### src/rtl/pipe_mem_pkg.sv
// Shared types and exception codes for the memory-access stage.
// Also holds the helper that computes the reported exception PC.
package pipe_mem_pkg;

  typedef enum logic [1:0] {
    IDLE = 2'd0,
    BUSY = 2'd1,
    DONE = 2'd2
  } mem_state_e;

  localparam logic [4:0] EXC_ADEL = 5'd4;
  localparam logic [4:0] EXC_ADES = 5'd5;
  localparam logic [4:0] EXC_DBE  = 5'd7;

  // A faulting delay-slot instruction reports the PC of its branch
  function automatic logic [31:0] exc_pc(input logic isbr, input logic [31:0] pc);
    return isbr ? (pc - 32'd4) : pc;
  endfunction

endpackage

### src/rtl/pipe_mem_stage_fpu_if.sv
// Data-memory request/acknowledge bus between the M stage and the data memory.
interface pipe_mem_stage_fpu_if;
  logic        dm_req;
  logic        dm_we;
  logic [31:0] dm_addr;
  logic [31:0] dm_wdata;
  logic [31:0] dm_rdata;
  logic        dm_ack;

  modport master (output dm_req, dm_we, dm_addr, dm_wdata, input dm_rdata, dm_ack);
  modport slave  (input dm_req, dm_we, dm_addr, dm_wdata, output dm_rdata, dm_ack);
endinterface

### src/rtl/pipe_m2w_reg_fpu.sv
// M/W pipeline register: loads when enabled, holds otherwise; a bubble
// clears the write-back controls and the load data.
module pipe_m2w_reg_fpu (
  input  logic        clk,
  input  logic        rst,
  input  logic        en,
  input  logic        bubble,
  input  logic        mwreg,
  input  logic        mm2reg,
  input  logic        mwfpr,
  input  logic [31:0] mmo,
  input  logic [31:0] malu,
  input  logic [4:0]  mrn,
  output logic        wwreg,
  output logic        wm2reg,
  output logic        wwfpr,
  output logic [31:0] wmo,
  output logic [31:0] walu,
  output logic [4:0]  wrn
);
  logic        wwreg_q, wwreg_d;
  logic        wm2reg_q, wm2reg_d;
  logic        wwfpr_q, wwfpr_d;
  logic [31:0] wmo_q, wmo_d;
  logic [31:0] walu_q, walu_d;
  logic [4:0]  wrn_q, wrn_d;

  always_comb begin
    wwreg_d  = wwreg_q;
    wm2reg_d = wm2reg_q;
    wwfpr_d  = wwfpr_q;
    wmo_d    = wmo_q;
    walu_d   = walu_q;
    wrn_d    = wrn_q;
    if (en) begin
      wwreg_d  = mwreg  & ~bubble;
      wm2reg_d = mm2reg & ~bubble;
      wwfpr_d  = mwfpr  & ~bubble;
      wmo_d    = bubble ? 32'd0 : mmo;
      walu_d   = malu;
      wrn_d    = mrn;
    end
  end

  always_ff @(posedge clk) begin
    if (rst) begin
      wwreg_q  <= 1'b0;
      wm2reg_q <= 1'b0;
      wwfpr_q  <= 1'b0;
      wmo_q    <= 32'd0;
      walu_q   <= 32'd0;
      wrn_q    <= 5'd0;
    end else begin
      wwreg_q  <= wwreg_d;
      wm2reg_q <= wm2reg_d;
      wwfpr_q  <= wwfpr_d;
      wmo_q    <= wmo_d;
      walu_q   <= walu_d;
      wrn_q    <= wrn_d;
    end
  end

  assign wwreg  = wwreg_q;
  assign wm2reg = wm2reg_q;
  assign wwfpr  = wwfpr_q;
  assign wmo    = wmo_q;
  assign walu   = walu_q;
  assign wrn    = wrn_q;
endmodule

### src/rtl/pipe_mem_stage_fpu.sv
// Memory-access stage: data-memory transaction FSM with bus timeout,
// alignment/bus-error exception reporting and the M/W pipeline register.
module pipe_mem_stage_fpu
  import pipe_mem_pkg::*;
#(
  parameter int MAX_WAIT = 15
) (
  input  logic        clk,
  input  logic        rst,
  input  logic        mwreg,
  input  logic        mm2reg,
  input  logic        mwmem,
  input  logic        misbr,
  input  logic        mwfpr,
  input  logic [31:0] malu,
  input  logic [31:0] mdb,
  input  logic [31:0] pcm,
  input  logic [4:0]  mrn,
  pipe_mem_stage_fpu_if.master dm,
  output logic        mem_stall,
  output logic        mem_exc,
  output logic [4:0]  mem_cause,
  output logic [31:0] mem_epc,
  output logic        mem_bd,
  output logic        wwreg,
  output logic        wm2reg,
  output logic        wwfpr,
  output logic [31:0] wmo,
  output logic [31:0] walu,
  output logic [4:0]  wrn
);
  localparam logic [7:0] WAIT_LAST = 8'(MAX_WAIT - 1);

  mem_state_e  state_q, state_d;
  logic [7:0]  wait_cnt_q, wait_cnt_d;
  logic        dm_req_q, dm_req_d;
  logic        dm_we_q, dm_we_d;
  logic [31:0] dm_addr_q, dm_addr_d;
  logic [31:0] dm_wdata_q, dm_wdata_d;
  logic [31:0] ldbuf_q, ldbuf_d;
  logic        mem_exc_q, mem_exc_d;
  logic [4:0]  mem_cause_q, mem_cause_d;
  logic [31:0] mem_epc_q, mem_epc_d;
  logic        mem_bd_q, mem_bd_d;

  logic        memop, misal, timeout, stall, bubble;
  logic [31:0] mo;

  assign memop   = mm2reg | mwmem;
  assign misal   = memop & (malu[1:0] != 2'b00);
  // An ack in the final allowed cycle takes priority over the timeout
  assign timeout = (state_q == BUSY) & ~dm.dm_ack & (wait_cnt_q == WAIT_LAST);

  always_comb begin
    state_d     = state_q;
    wait_cnt_d  = wait_cnt_q;
    dm_req_d    = dm_req_q;
    dm_we_d     = dm_we_q;
    dm_addr_d   = dm_addr_q;
    dm_wdata_d  = dm_wdata_q;
    ldbuf_d     = ldbuf_q;
    mem_exc_d   = 1'b0;
    mem_cause_d = mem_cause_q;
    mem_epc_d   = mem_epc_q;
    mem_bd_d    = mem_bd_q;
    stall       = 1'b0;
    bubble      = 1'b0;
    mo          = 32'd0;
    case (state_q)
      IDLE: begin
        if (misal) begin
          bubble      = 1'b1;
          mem_exc_d   = 1'b1;
          mem_cause_d = mm2reg ? EXC_ADEL : EXC_ADES;
          mem_epc_d   = exc_pc(misbr, pcm);
          mem_bd_d    = misbr;
        end else if (memop) begin
          stall      = 1'b1;
          dm_req_d   = 1'b1;
          dm_we_d    = mwmem;
          dm_addr_d  = {malu[31:2], 2'b00};
          dm_wdata_d = mdb;
          wait_cnt_d = 8'd0;
          state_d    = BUSY;
        end
      end
      BUSY: begin
        if (dm.dm_ack) begin
          stall    = 1'b1;
          ldbuf_d  = dm.dm_rdata;
          dm_req_d = 1'b0;
          state_d  = DONE;
        end else if (timeout) begin
          bubble      = 1'b1;
          dm_req_d    = 1'b0;
          state_d     = IDLE;
          mem_exc_d   = 1'b1;
          mem_cause_d = EXC_DBE;
          mem_epc_d   = exc_pc(misbr, pcm);
          mem_bd_d    = misbr;
        end else begin
          stall      = 1'b1;
          wait_cnt_d = wait_cnt_q + 8'd1;
        end
      end
      DONE: begin
        mo      = mm2reg ? ldbuf_q : 32'd0;
        state_d = IDLE;
      end
      default: state_d = IDLE;
    endcase
  end

  always_ff @(posedge clk) begin
    if (rst) begin
      state_q     <= IDLE;
      wait_cnt_q  <= 8'd0;
      dm_req_q    <= 1'b0;
      dm_we_q     <= 1'b0;
      dm_addr_q   <= 32'd0;
      dm_wdata_q  <= 32'd0;
      ldbuf_q     <= 32'd0;
      mem_exc_q   <= 1'b0;
      mem_cause_q <= 5'd0;
      mem_epc_q   <= 32'd0;
      mem_bd_q    <= 1'b0;
    end else begin
      state_q     <= state_d;
      wait_cnt_q  <= wait_cnt_d;
      dm_req_q    <= dm_req_d;
      dm_we_q     <= dm_we_d;
      dm_addr_q   <= dm_addr_d;
      dm_wdata_q  <= dm_wdata_d;
      ldbuf_q     <= ldbuf_d;
      mem_exc_q   <= mem_exc_d;
      mem_cause_q <= mem_cause_d;
      mem_epc_q   <= mem_epc_d;
      mem_bd_q    <= mem_bd_d;
    end
  end

  assign dm.dm_req   = dm_req_q;
  assign dm.dm_we    = dm_we_q;
  assign dm.dm_addr  = dm_addr_q;
  assign dm.dm_wdata = dm_wdata_q;
  assign mem_stall   = stall;
  assign mem_exc     = mem_exc_q;
  assign mem_cause   = mem_cause_q;
  assign mem_epc     = mem_epc_q;
  assign mem_bd      = mem_bd_q;

  pipe_m2w_reg_fpu u_m2w (
    .clk    (clk),
    .rst    (rst),
    .en     (~stall),
    .bubble (bubble),
    .mwreg  (mwreg),
    .mm2reg (mm2reg),
    .mwfpr  (mwfpr),
    .mmo    (mo),
    .malu   (malu),
    .mrn    (mrn),
    .wwreg  (wwreg),
    .wm2reg (wm2reg),
    .wwfpr  (wwfpr),
    .wmo    (wmo),
    .walu   (walu),
    .wrn    (wrn)
  );
endmodule

### src/flat_wrapper.sv
// flat-port wrapper written by rule: the top's interface ports become plain ports
module pipe_mem_stage_fpu_flat import pipe_mem_pkg::*;
#(
  parameter int MAX_WAIT = 15
)
  (clk, rst, mwreg, mm2reg, mwmem, misbr, mwfpr, malu, mdb, pcm, mrn, mem_stall, mem_exc, mem_cause, mem_epc, mem_bd, wwreg, wm2reg, wwfpr, wmo, walu, wrn, dm_dm_req, dm_dm_we, dm_dm_addr, dm_dm_wdata, dm_dm_rdata, dm_dm_ack);
  pipe_mem_stage_fpu_if dm_i ();
  input  logic clk;
  input  logic rst;
  input  logic mwreg;
  input  logic mm2reg;
  input  logic mwmem;
  input  logic misbr;
  input  logic mwfpr;
  input  logic [31:0] malu;
  input  logic [31:0] mdb;
  input  logic [31:0] pcm;
  input  logic [4:0] mrn;
  output logic mem_stall;
  output logic mem_exc;
  output logic [4:0] mem_cause;
  output logic [31:0] mem_epc;
  output logic mem_bd;
  output logic wwreg;
  output logic wm2reg;
  output logic wwfpr;
  output logic [31:0] wmo;
  output logic [31:0] walu;
  output logic [4:0] wrn;
  output wire logic [$bits(dm_i.dm_req)-1:0] dm_dm_req;
  output wire logic [$bits(dm_i.dm_we)-1:0] dm_dm_we;
  output wire logic [$bits(dm_i.dm_addr)-1:0] dm_dm_addr;
  output wire logic [$bits(dm_i.dm_wdata)-1:0] dm_dm_wdata;
  input wire logic [$bits(dm_i.dm_rdata)-1:0] dm_dm_rdata;
  input wire logic [$bits(dm_i.dm_ack)-1:0] dm_dm_ack;
  assign dm_dm_req = dm_i.dm_req;
  assign dm_dm_we = dm_i.dm_we;
  assign dm_dm_addr = dm_i.dm_addr;
  assign dm_dm_wdata = dm_i.dm_wdata;
  assign dm_i.dm_rdata = dm_dm_rdata;
  assign dm_i.dm_ack = dm_dm_ack;
  pipe_mem_stage_fpu #(.MAX_WAIT(MAX_WAIT)) u_core (.clk(clk), .rst(rst), .mwreg(mwreg), .mm2reg(mm2reg), .mwmem(mwmem), .misbr(misbr), .mwfpr(mwfpr), .malu(malu), .mdb(mdb), .pcm(pcm), .mrn(mrn), .dm(dm_i), .mem_stall(mem_stall), .mem_exc(mem_exc), .mem_cause(mem_cause), .mem_epc(mem_epc), .mem_bd(mem_bd), .wwreg(wwreg), .wm2reg(wm2reg), .wwfpr(wwfpr), .wmo(wmo), .walu(walu), .wrn(wrn));
endmodule
### config.mk
export PLATFORM = sky130hd
export DESIGN_NAME = pipe_mem_stage_fpu_flat
export DESIGN_NICKNAME = d
export VERILOG_FILES = /design/src/rtl/pipe_mem_pkg.sv /design/src/rtl/pipe_mem_stage_fpu_if.sv /design/src/rtl/pipe_m2w_reg_fpu.sv /design/src/rtl/pipe_mem_stage_fpu.sv /design/src/flat_wrapper.sv
export SDC_FILE = /design/constraint.sdc
export NUM_CORES = 1
export LEC_CHECK = 0
export CORE_MARGIN = 2
export CORE_UTILIZATION = 44
export DETAILED_ROUTE_END_ITERATION = 8
export PLACE_DENSITY_LB_ADDON = 0.2
export SLEW_MARGIN = 20
export SYNTH_ARGS = -nofsm -noshare
export SYNTH_HDL_FRONTEND = slang
export SYNTH_SLANG_ARGS = --single-unit
### constraint.sdc
create_clock -name clk -period 2.1 [get_ports clk]
set_input_delay 0.42 -clock clk [delete_from_list [all_inputs] [get_ports clk]]
set_output_delay 0.42 -clock clk [all_outputs]
set_load 0.005 [all_outputs]
# After elaboration in Yosys (flattened, before gate mapping)
# Index checks and enable logic that the tools add are counted.
# word_totals
ff_bits	217
elab_cells	89
# op_classes
n_addsub	2
eq_ne	10
reduce_logical	9
muxes	41
bitwise	10
# op_table
cell	n
$mux W32	7
$pmux W32 S2	1
$mux W8	4
$sub A32 B3 Y32 const B	1
$pmux W8 S2	1
$mux W1	15
$mux W5	3
$pmux W5 S2	1
$add A8 B1 Y8 const B	1
$eq A8 B4 Y1 const B	1
$mux W2	4
$pmux W1 S2	4
$reduce_and A4 Y1	2
$and A1 B1 Y1	6
$ne A2 B1 Y1 const B	3
$ne A2 B2 Y1 const B	3
$reduce_and A3 Y1	2
$reduce_and A5 Y1	1
$pmux W2 S2	1
$reduce_bool A2 Y1	2
$ne A3 B2 Y1 const B	1
$not A1 Y1	3
$eq A2 B1 Y1 const B	1
$eq A2 B2 Y1 const B	1
3 further kinds	3

# Logic depth before layout (Yosys ltp)
# Gate-level depths: netlist of run 1.
# logic_depth
ltp_word	8
mapped_depth	9

# By module
# A second synthesis of run 1 with hierarchy kept.
# unflattened
cells_unflattened	1014
area_unflattened_um2	8633.3
# by_module_without_submodules
mod	seq_area_each_um2	cells_per_inst	area_per_inst_um2	instances
pipe_mem_stage_fpu	2862.7	740	5888.1	1
pipe_m2w_reg_fpu	1441.4	274	2745.1	1

# Worst setup path before layout of run 1
# OpenSTA, ideal clock, no wires.
# synth_timing
path_type	in2reg
startpoint	in pcm[26]
endpoint	reg u_core.mem_epc_q[31], in the netlist u_core.mem_epc[31]
t_arrival_ns	1.886
setup_ns	0.070
n_path_buf	0
path_stages	5
path_slack_ns	0.144
cell_sequence	or4_4 or4_4 nor4_2 xor2_1 o2bb2ai_1
# synth_between
elab_chain_len	5
# synth_rtl
element	line_no	text
start: declaration	flat_wrapper.sv:17	input logic [31:0] pcm;
$sub A32 B3 Y32 *	pipe_mem_pkg.sv:17	return isbr ? (pc - 32'd4) : pc;
$mux W32 *	pipe_mem_pkg.sv:17	
$mux W32	pipe_mem_stage_fpu.sv:93	end else if (timeout) begin
$mux W32	pipe_mem_stage_fpu.sv:88	if (dm.dm_ack) begin
$pmux W32 S2 *	pipe_mem_stage_fpu.sv:69	case (state_q)
end signal: assignment	pipe_mem_stage_fpu.sv:137	mem_epc_q <= mem_epc_d;
end: declaration	pipe_mem_stage_fpu.sv:43	logic [31:0] mem_epc_q, mem_epc_d;
# Every way passes the cells marked *; elsewhere a longest branch is shown, timed or not. The select of a mux whose other input is x is not followed.
# A chain may end at the register's enable or synchronous reset.

# Final worst setup path of run 1
# layout_timing
startpoint	reg u_core.wait_cnt_q[0]
endpoint	out mem_stall
# layout_between
elab_chain_len	5
# layout_rtl
element	line_no	text
start: declaration	pipe_mem_stage_fpu.sv:35	logic [7:0] wait_cnt_q, wait_cnt_d;
start signal: assignment	pipe_mem_stage_fpu.sv:129	wait_cnt_q <= wait_cnt_d;
$eq A8 B4 Y1	pipe_mem_stage_fpu.sv:52	assign timeout = (state_q == BUSY) & ~dm.dm_ack & (wait_cnt_q == WAIT_LAST);
$and A1 B1 Y1	pipe_mem_stage_fpu.sv:52	
$mux W1	pipe_mem_stage_fpu.sv:93	
$mux W1	pipe_mem_stage_fpu.sv:88	
$pmux W1 S2	pipe_mem_stage_fpu.sv:69	
end: declaration	flat_wrapper.sv:19	output logic mem_stall;
# Every way passes these cells.

==> flow_summary.ini, run 1 <==
[status]
outcome = finished, violations left
violations = setup timing

[synth]
avgSynthCellArea_um2 = 8.30
synth_warnings = 0
synth_area_um2 = 8090
synth_top_area_share_pct = 53.2
synth.yosys.seq_area_share_pct = 53.2
synth_top_area_cell = dfxtp_1
synth_area_leaders = dfxtp_1, nand2_1, a21oi_1, nor2_1, a22oi_1
yosys_most_used_dff = dfxtp_1
synth_edf_count = 0
synthArstFlopShare_pct = 0
synth_cells = 975
synth_seq_cells = 215
yosysUniqueCellTypes = 49

[worst_setup_path]
crit_arrival_ps = 1790
cp_slowest_stage_delay_ps = 320
crit_family = simple AND/OR/NAND/NOR gates
crit_required_ps = 1680
crit_buf_inv = 3
crit_top_cell = inv_2
path_class = register to output pin
cp_max_fo = 2
crit_chain = inv_2 -> ha_1 -> nand4b_1 -> o31ai_4 -> and2_4 -> inv_2 -> buf_6
cp-end-kind = output pin
cp-start-kind = register
cpMaxStageDelayCell = dfxtp_2

[sta]
fin_crit_sh_pct = 105
worst_pin_slew_ps = 573
hold_viol = 0
max_freq_mhz = 452
rsz0062_at_grt = true
skew_ps = 15.2
slew_viol_final = 0
setup_viol = 1
tns_ps = -114
max_slew_margin_pct = 61.7
fin_crit_ps = 2210
fin_ws_ps = -114

[cells_and_area]
area_delta_synth_final_pct = 57.6
layout.nets = 1477
layout_common_cells = clkdlybuf4s50_1, nand2_1, dfxtp_1
final_cell_area_um2 = 12800
fin_util_pct = 70.8
drive_above_1_share_pct = 11.0
layout_commonest_cell = clkdlybuf4s50_1
diodes = 0

[drt]
route.vias.total = 7941
wirelength_um = 24400
ant_nets = 0
firstDrtPassIters = 5
dr.first_iter.drc_count = 245
via_per_inst = 5.04
wl_per_cell_um = 15.4
drc = 0

[global_route]
grt_max_degree = 68
gr-usage-met1_pct = 28.2
use_met3_pct = 6.54
grt_pass1_wl_um = 38800
grt-busiest-layer = met2
grtUsageMet2_pct = 42.3
grt_usage_pct = 24.0
antenna_found_initial = 0
grt_pass1_vias = 7692
grt.overflow.total = 0

[floorplan]
die_w_um = 140
die_h_um = 140
fp.coreArea_um2 = 18000
die_area_um2 = 19500
start_util_pct = 44.9
rows = 49
io_pins = 319

[flow_run]
drv_cap = 0

[clock_network]
cts_buffers = 23
clk_latency_ps = 510
clk_pin_slew_worst_paths_ps = 60
cts_tree = done
cts_root_buf = clkbuf_16
clockBufferDepth = 3
cts_hold_buf = 0
cts_htree_levels = 1
clock-sinks = 215

[worst_hold_path]
hold_path_class = input pin to register

[placed_design]
routabilityCongestion = 0.838
dpl.hpwl_um = 17200
place_ws_ps = -452
dpl_cell_area_um2 = 12000
io_buffer_count = 314

[pwr]
cellLeakagePower_nw = 4.73
totalPowerFinal_w = 0.00970
power_density_nw_per_um2 = 760
vdd_drop_max_uv = 827
==> registers in the layout (all words and copies together) (netlist names), 2 cells and up <==
register and flops:
u_core.wait_cnt_q 8, u_core.dm.dm_addr 30, u_core.ldbuf_q 32, u_core.mem_epc 32, u_core.state_q 2, u_core.mem_cause 3
u_core.u_m2w.wmo 32, u_core.dm.dm_wdata 32, u_core.u_m2w.walu 32, u_core.u_m2w.wrn 5
==> synth_stat cells, drive strengths merged, types with 2 or more instances <==
master  number
inv          4
nor3         9
and3b        3
clkbuf      54
nand2      283
ha           3
xor2        12
a22oi       33
nand3        9
or4          3
o21ai        4
or3          7
xnor2       19
nand3b       2
nand2b       2
o211ai       3
mux2i        2
a211oi      27
nor2        89
and2         5
a21oi      140
nand4b       3
dfxtp      215
a311oi       2
nor4         9
buf         19
==> final timing paths <==
kind	cells past startpoint	to	startpoint	slack [ps]
worst max-delay path	7	mem_stall	u_core.wait_cnt_q[0]	-110
worst min-delay path	2	u_core.u_m2w.wmo[28]	rst	290
worst max register to register	10	u_core.u_m2w.wmo[22]	u_core.wait_cnt_q[0]	130
worst min register to register	2	u_core.u_m2w.wwreg	u_core.u_m2w.wwreg	450
==> repair_timing <==
action	in CTS	in global routing
buffers inserted	2	1
endpoints found under the setup margin	1	16
endpoints found under the hold margin	0	0
resized for setup	12	4
pin swaps	4	2
==> logic make-up after synthesis <==
family	after synthesis	share of synthesized area (%)
XOR/XNOR	31	3.36
AO/OA/AOI/OAI	214	15.6
AND/OR/NAND/NOR	431	23.0
buffers and inverters	77	4.02
other	1	0.0463
multiplexers	3	0.387
flip-flops	215	53.2
adder cells (fa/ha/maj)	3	0.464
==> metrics by stage <==
step	cells	hold WS [ps]
floorplan	978	436
global placement	1534	438
detailed placement	1534	444
CTS	1576	271
global route	1577	286
finish	1577	288
==> routing by layer <==
layer  vias to the layer above  wire length (um)
li1                       3969                 -
met1                      3660              9820
met2                       268             11900
met3                        44              1870
met4                         0               716
met5                         -                 0
==> layout make-up <==
type / count / area (um^2)
clock buffers: 34 / 667
multi-input cells: 686 / 3500
repair buffers: 403 / 3910
clock inverters: 6 / 62.6
flip-flops and latches: 215 / 4310
well taps: 229 / 287
fillers: 1459 / 5270
inverters: 4 / 15.0
==> where the power goes <==
group	internal [W]	switching (W)
combinational	0.000794	0.000602
sequential	0.00427	0.0000949
clock	0.00232	0.00161
Power figures use the tool's default switching activity.
==> run 2: changes to the inputs <==
--- a/config.mk
+++ b/config.mk
@@ -7,6 +7,7 @@
 export LEC_CHECK = 0
 export CORE_MARGIN = 2
 export CORE_UTILIZATION = 44
+export CTS_CLUSTER_SIZE = 14
 export DETAILED_ROUTE_END_ITERATION = 8
 export PLACE_DENSITY_LB_ADDON = 0.2
 export SLEW_MARGIN = 20
==> results of run 2 <==
Same layout as run 1: the final DEF is identical, and so are final timing and power.
==> run 3: changes to the inputs <==
--- a/config.mk
+++ b/config.mk
@@ -6,7 +6,7 @@
 export NUM_CORES = 1
 export LEC_CHECK = 0
 export CORE_MARGIN = 2
-export CORE_UTILIZATION = 44
+export CORE_UTILIZATION = 45
 export CTS_CLUSTER_SIZE = 14
 export DETAILED_ROUTE_END_ITERATION = 8
 export PLACE_DENSITY_LB_ADDON = 0.2
==> constraint.sdc (replaced) <==
create_clock -name clk -period 2.9 [get_ports clk]
set_input_delay 0.58 -clock clk [delete_from_list [all_inputs] [get_ports clk]]
set_output_delay 0.58 -clock clk [all_outputs]
set_load 0.005 [all_outputs]
==> flow_summary.ini, run 3 (synthesized netlist as in run 1, its figures left out) <==
[status]
outcome = finished, final reports clean

[worst_setup_path]
r2r-end = u_core.u_m2w.wrn[2]
crit_required_ps = 2320
cp_slowest_stage_delay_ps = 340
critPathCapture = mem_stall
crit_buf_inv = 3
r2r_start = u_core.wait_cnt_q[0]
cp_max_fo = 4
cpMaxStageDelayCell = dfxtp_1
regToRegSetupSlack_ps = 680
cp-start-kind = register
crit_family = simple AND/OR/NAND/NOR gates
crit_chain = inv_1 -> ha_1 -> nand4b_1 -> o31ai_4 -> and2_1 -> inv_2 -> dlymetal6s2s_1
reg2reg_depth = 9
cp-end-kind = output pin
crit_start = u_core.wait_cnt_q[0]
crit_arrival_ps = 1920
crit_cells = 7
path_class = register to output pin

[global_route]
gr-usage-met1_pct = 27.9
grt_pass1_vias = 7365
grt_usage_pct = 23.4
grt_pass1_wl_um = 37300
use_met3_pct = 7.10
grt-busiest-layer = met2
antenna_found_initial = 0
grtUsageMet2_pct = 40.1
grt.overflow.total = 0
grt_max_degree = 80

[sta]
setup_viol = 0
worst_pin_slew_ps = 819
slew_viol_final = 0
rsz0062_at_grt = false
hold_viol = 0
skew_ps = 5.08
fin_crit_ps = 2500
tns_ps = 0
max_freq_mhz = 399
max_slew_margin_pct = 45.4
fin_crit_sh_pct = 86.4

[drt]
dr.first_iter.drc_count = 313
firstDrtPassIters = 4
wirelength_um = 23200
wl_per_cell_um = 15.4
drc = 0
ant_nets = 0
route.vias.total = 7652
via_per_inst = 5.07

[clock_network]
cts_hold_buf = 0
cts_tree = done
cts_htree_levels = 1
clk_pin_slew_worst_paths_ps = 60
cts_buffers = 23
clock-sinks = 215
clockBufferDepth = 3
clk_latency_ps = 490
cts_root_buf = clkbuf_16

[worst_hold_path]
worstHoldPathCells = 2
hold_path_class = register to register

[cells_and_area]
nFillCells = 1509
layout_common_cells = clkdlybuf4s50_1, nand2_1, dfxtp_1
final_cell_count_no_fill = 1509
drive_above_1_share_pct = 5.55
fin_util_pct = 68.5
layout_commonest_cell = clkdlybuf4s50_1
area_delta_synth_final_pct = 50.6
layout.nets = 1407

[floorplan]
fp.coreArea_um2 = 17800
die_w_um = 138
die_area_um2 = 19100
rows = 49
die_h_um = 138
start_util_pct = 45.5
io_pins = 319

[flow_run]
drv_cap = 0

[pwr]
power_density_nw_per_um2 = 581
totalPowerFinal_w = 0.00708
vdd_drop_max_uv = 506
cellLeakagePower_nw = 4.39

[placed_design]
dp.cells = 1466
dpl.hpwl_um = 15500
io_buffer_count = 314
routabilityCongestion = 0.826
[run 3: timing repair]
item | 4_1_cts | 5_1_grt
resized for setup | 1 | 2
endpoints found under the hold margin | 0 | 0
setup endpoints to repair | 1 | 1
setup buffers | 0 | 1
pin swaps | 0 | 0
[run 3: per-layer routing]
metal	up-vias	wire length [um]	part of all wire (%)
met3	51	2050	8.9
met5	-	0	0
met4	0	760	3.3
li1	3827	-	-
met2	274	11000	47
met1	3500	9360	40
[run 3: cell type report]
cell class / count / area [um^2] / share of cell area, %
repair buffers: 333 / 3310 / 27.2
diodes: 1 / 2.50 / 0.0205
multi-input cells: 686 / 3490 / 28.6
inverters: 4 / 15.0 / 0.123
clock inverters: 8 / 120 / 0.986
flip-flops and latches: 215 / 4300 / 35.3
well taps: 229 / 287 / 2.35
clock buffers: 33 / 653 / 5.36
[run 3: metrics by stage]
stage               worst slack, ps  hold slack [ps]  instance area [um^2]
global route                    266              463                 12200
detailed placement              194              445                 11400
finish                          396              451                 12200
floorplan                       784              436                  8100
CTS                            36.1              454                 12200
global placement                201              438                 11400
[run 3: how the worst min path moves through the flow]
stage / to / slack [ps] / startpoint
3_3_place_gp: u_core.u_m2w.wm2reg / 440 / u_core.u_m2w.wm2reg
3_5_place_dp: u_core.u_m2w.walu[16] / 450 / u_core.u_m2w.walu[16]
2_1_floorplan: u_core.ldbuf_q[0] / 440 / u_core.ldbuf_q[0]
5_1_grt: u_core.dm.dm_wdata[29] / 460 / u_core.dm.dm_wdata[29]
6_report: u_core.dm.dm_addr[18] / 450 / u_core.dm.dm_addr[18]
4_1_cts: u_core.u_m2w.walu[16] / 450 / u_core.u_m2w.walu[16]
[run 3: worst reg2reg max path: stages, from the launching register on]
cell      delay (ps)
dfxtp_1          390
inv_1             60
ha_1             200
nand4b_1         160
o31ai_4          100
and2_1           200
inv_2             50
buf_4            640
nand2_1          170
a21oi_1          180
[run 3: power by group]
| group | internal, W | switching, W | leakage, nW | total [W] |
|---|---|---|---|---|
| registers | 0.00310 | 0.0000672 | 1.76 | 0.00316 |
| logic | 0.000510 | 0.000419 | 2.26 | 0.000929 |
| clock network | 0.00183 | 0.00116 | 0.374 | 0.00299 |
| total | 0.00544 | 0.00164 | 4.39 | 0.00708 |
==> patch: new RTL, config.mk and constraints of run 3 <==
Make the reset (`rst`) asynchronous in 2 clocked blocks.
--- a/src/rtl/pipe_m2w_reg_fpu.sv
+++ b/src/rtl/pipe_m2w_reg_fpu.sv
@@ -42,7 +42,7 @@
     end
   end
 
-  always_ff @(posedge clk) begin
+  always_ff @(posedge clk or posedge rst) begin
     if (rst) begin
       wwreg_q  <= 1'b0;
       wm2reg_q <= 1'b0;
--- a/src/rtl/pipe_mem_stage_fpu.sv
+++ b/src/rtl/pipe_mem_stage_fpu.sv
@@ -111,7 +111,7 @@
     endcase
   end
 
-  always_ff @(posedge clk) begin
+  always_ff @(posedge clk or posedge rst) begin
     if (rst) begin
       state_q     <= IDLE;
       wait_cnt_q  <= 8'd0;
Function: differs if rst is asserted again (counterexample within 4 cycles, from zero or initial values and one cycle with rst high); with rst held inactive, the same outputs for 4 cycles.
==> patch against run 3 <==
- utilization increased by 1.5 points
- synthesized cell count decreased by 21%
- first-iteration DRC count decreased by 24%
- sequential cell count unchanged
- final area increased by 8.6%
- via count decreased by 7.5%
- setup slack got worse by 0.13 ns
- synthesized area increased by 8.1%
- wire length increased by 2.4%
- global-route usage decreased by 0.40 points
Power is not compared: it rests on default switching activity, and its combinational part moved more than twofold at a synthesized area within 25%.
==> patch: results <==
[global_routing]
grt_max_degree = 78
antenna_found_initial = 0
grt_pass1_vias = 7385
grt_usage = 0.2297
grt_pass1_wl_um = 37820

[logic_synthesis]
yosysSeqAreaShare = 0.6151
ys_seq_elements = 215
yosysWarnings = 0
synth-adder-area-share = 0.004291
synth_commonest_cells = dfrtp_1 (215), nand2_1 (204), mux2_2 (78)
synth_compound_area_frac = 0.07882
synth_ff_type = dfrtp_1
netlist_top_cells_area = dfrtp_1 (62%), mux2_2 (10%), nand2_1 (8.8%), a22o_1 (3.2%), clkbuf_1 (1.6%)
ys_types = 51
synthArstFlopShare = 1.000
synthXorXnorAreaFrac = 0.01302
synth_mux_area_frac = 0.1038

[clock_tree]
clk_pin_slew_ns = 0.06
cts_root_buffer = clkbuf_16
cts_max_level = 1
clk_latency_ns = 0.51
clockBufferDepth = 3
cts_buffers = 24

[layout]
fill_cells = 1420
buffers_excl_clock = 358
num-multi-input-gates = 496
nNonClkInverters = 7
clkCellAreaFrac = 0.05825
nNetsFinal = 1246
seq_area_frac = 0.4066
nClkBuffers = 36
drive_above_1_share = 0.1486
antenna_cells = 0
multi_input_area_share = 0.2392
buf_share = 0.2690

[placement]
io_buffers = 314
place_congestion = 0.7791
dp_hpwl_um = 16590
dp_slack_ns = -0.1234

[setup_path]
crit_slowest_cell = dfrtp_1
critPathMaxFanout = 5
max_stage_delay_ns = 0.39
critPathTopFamily = simple AND/OR/NAND/NOR gates
reg2regPathDepth = 8

[pwr]
ir_drop_mv = 0.5376
switching_power_uw = 2383
p_seq_uw = 4000
powerComb_uw = 2270
power_leakage_uw = 0.005865

[routing]
drtIter0Drc = 237
wirelength_um = 23750
post_drt_via_cell_ratio = 5.141
first_pass_iters = 4

[sta]
finClkSkew_ns = 0.01624
relSlewSlack = 0.4536

[min_path]
hp-class = reg2reg
hold_path_depth = 2

[outcome]
outcome = completed
-- patch: cell count changes after synthesis, moves of 12 or more --
cell	run 3	this run
dfrtp_1	0	215
dfxtp_1	215	0
a21oi_1	140	2
nor2_1	89	5
nand2_1	283	204
mux2_2	1	78
a22oi_1	33	0
a22o_1	0	32
a211oi_1	26	1
clkbuf_1	54	38
or4_1	1	15
a31oi_1	0	13
nor3_1	8	21
o21ai_0	4	16
-- patch: final timing paths --
| path | from | endpoint | slack (ns) |
|---|---|---|---|
| setup / recovery | u_core.wait_cnt_q[0]$_DFFE_PP0P_ | mem_stall | 0.27 |
| hold / removal | u_core.dm.dm_addr[13]$_DFFE_PP0P_ | u_core.dm.dm_addr[13]$_DFFE_PP0P_ | 0.47 |
| setup reg to reg | u_core.wait_cnt_q[0]$_DFFE_PP0P_ | u_core.mem_epc[15]$_DFFE_PP0P_ | 0.54 |
| hold reg to reg | u_core.dm.dm_addr[13]$_DFFE_PP0P_ | u_core.dm.dm_addr[13]$_DFFE_PP0P_ | 0.47 |
| max in group asynchronous | rst | u_core.u_m2w.wmo[19]$_DFFE_PP0N_ | 1.70 |
| min in group asynchronous | rst | u_core.ldbuf_q[2]$_DFFE_PP0P_ | 0.54 |
-- patch: layer usage --
metal  track usage  up-vias  part of all wire
li1              -     3326                 -
met5             0        -                 0
met4       0.06656        0             0.025
met2        0.3885      259              0.49
met1        0.2817     3454              0.39
met3       0.07597       40             0.099
-- patch: per-stage QoR --
step	utilization	cells	power, uW	area, sq um
after floorplan	-	769	4862	8762
after global placement	0.6596	1336	6268	12460
after detailed placement	0.6596	1336	6339	12460
after CTS	0.7003	1377	9345	13230
after global routing	0.7003	1377	9722	13230
final	0.7003	1377	9236	13230
-- patch: repair_timing --
action                     CTS  global route
resized for setup            1             0
buffers inserted             0             0
setup endpoints to repair    1             0
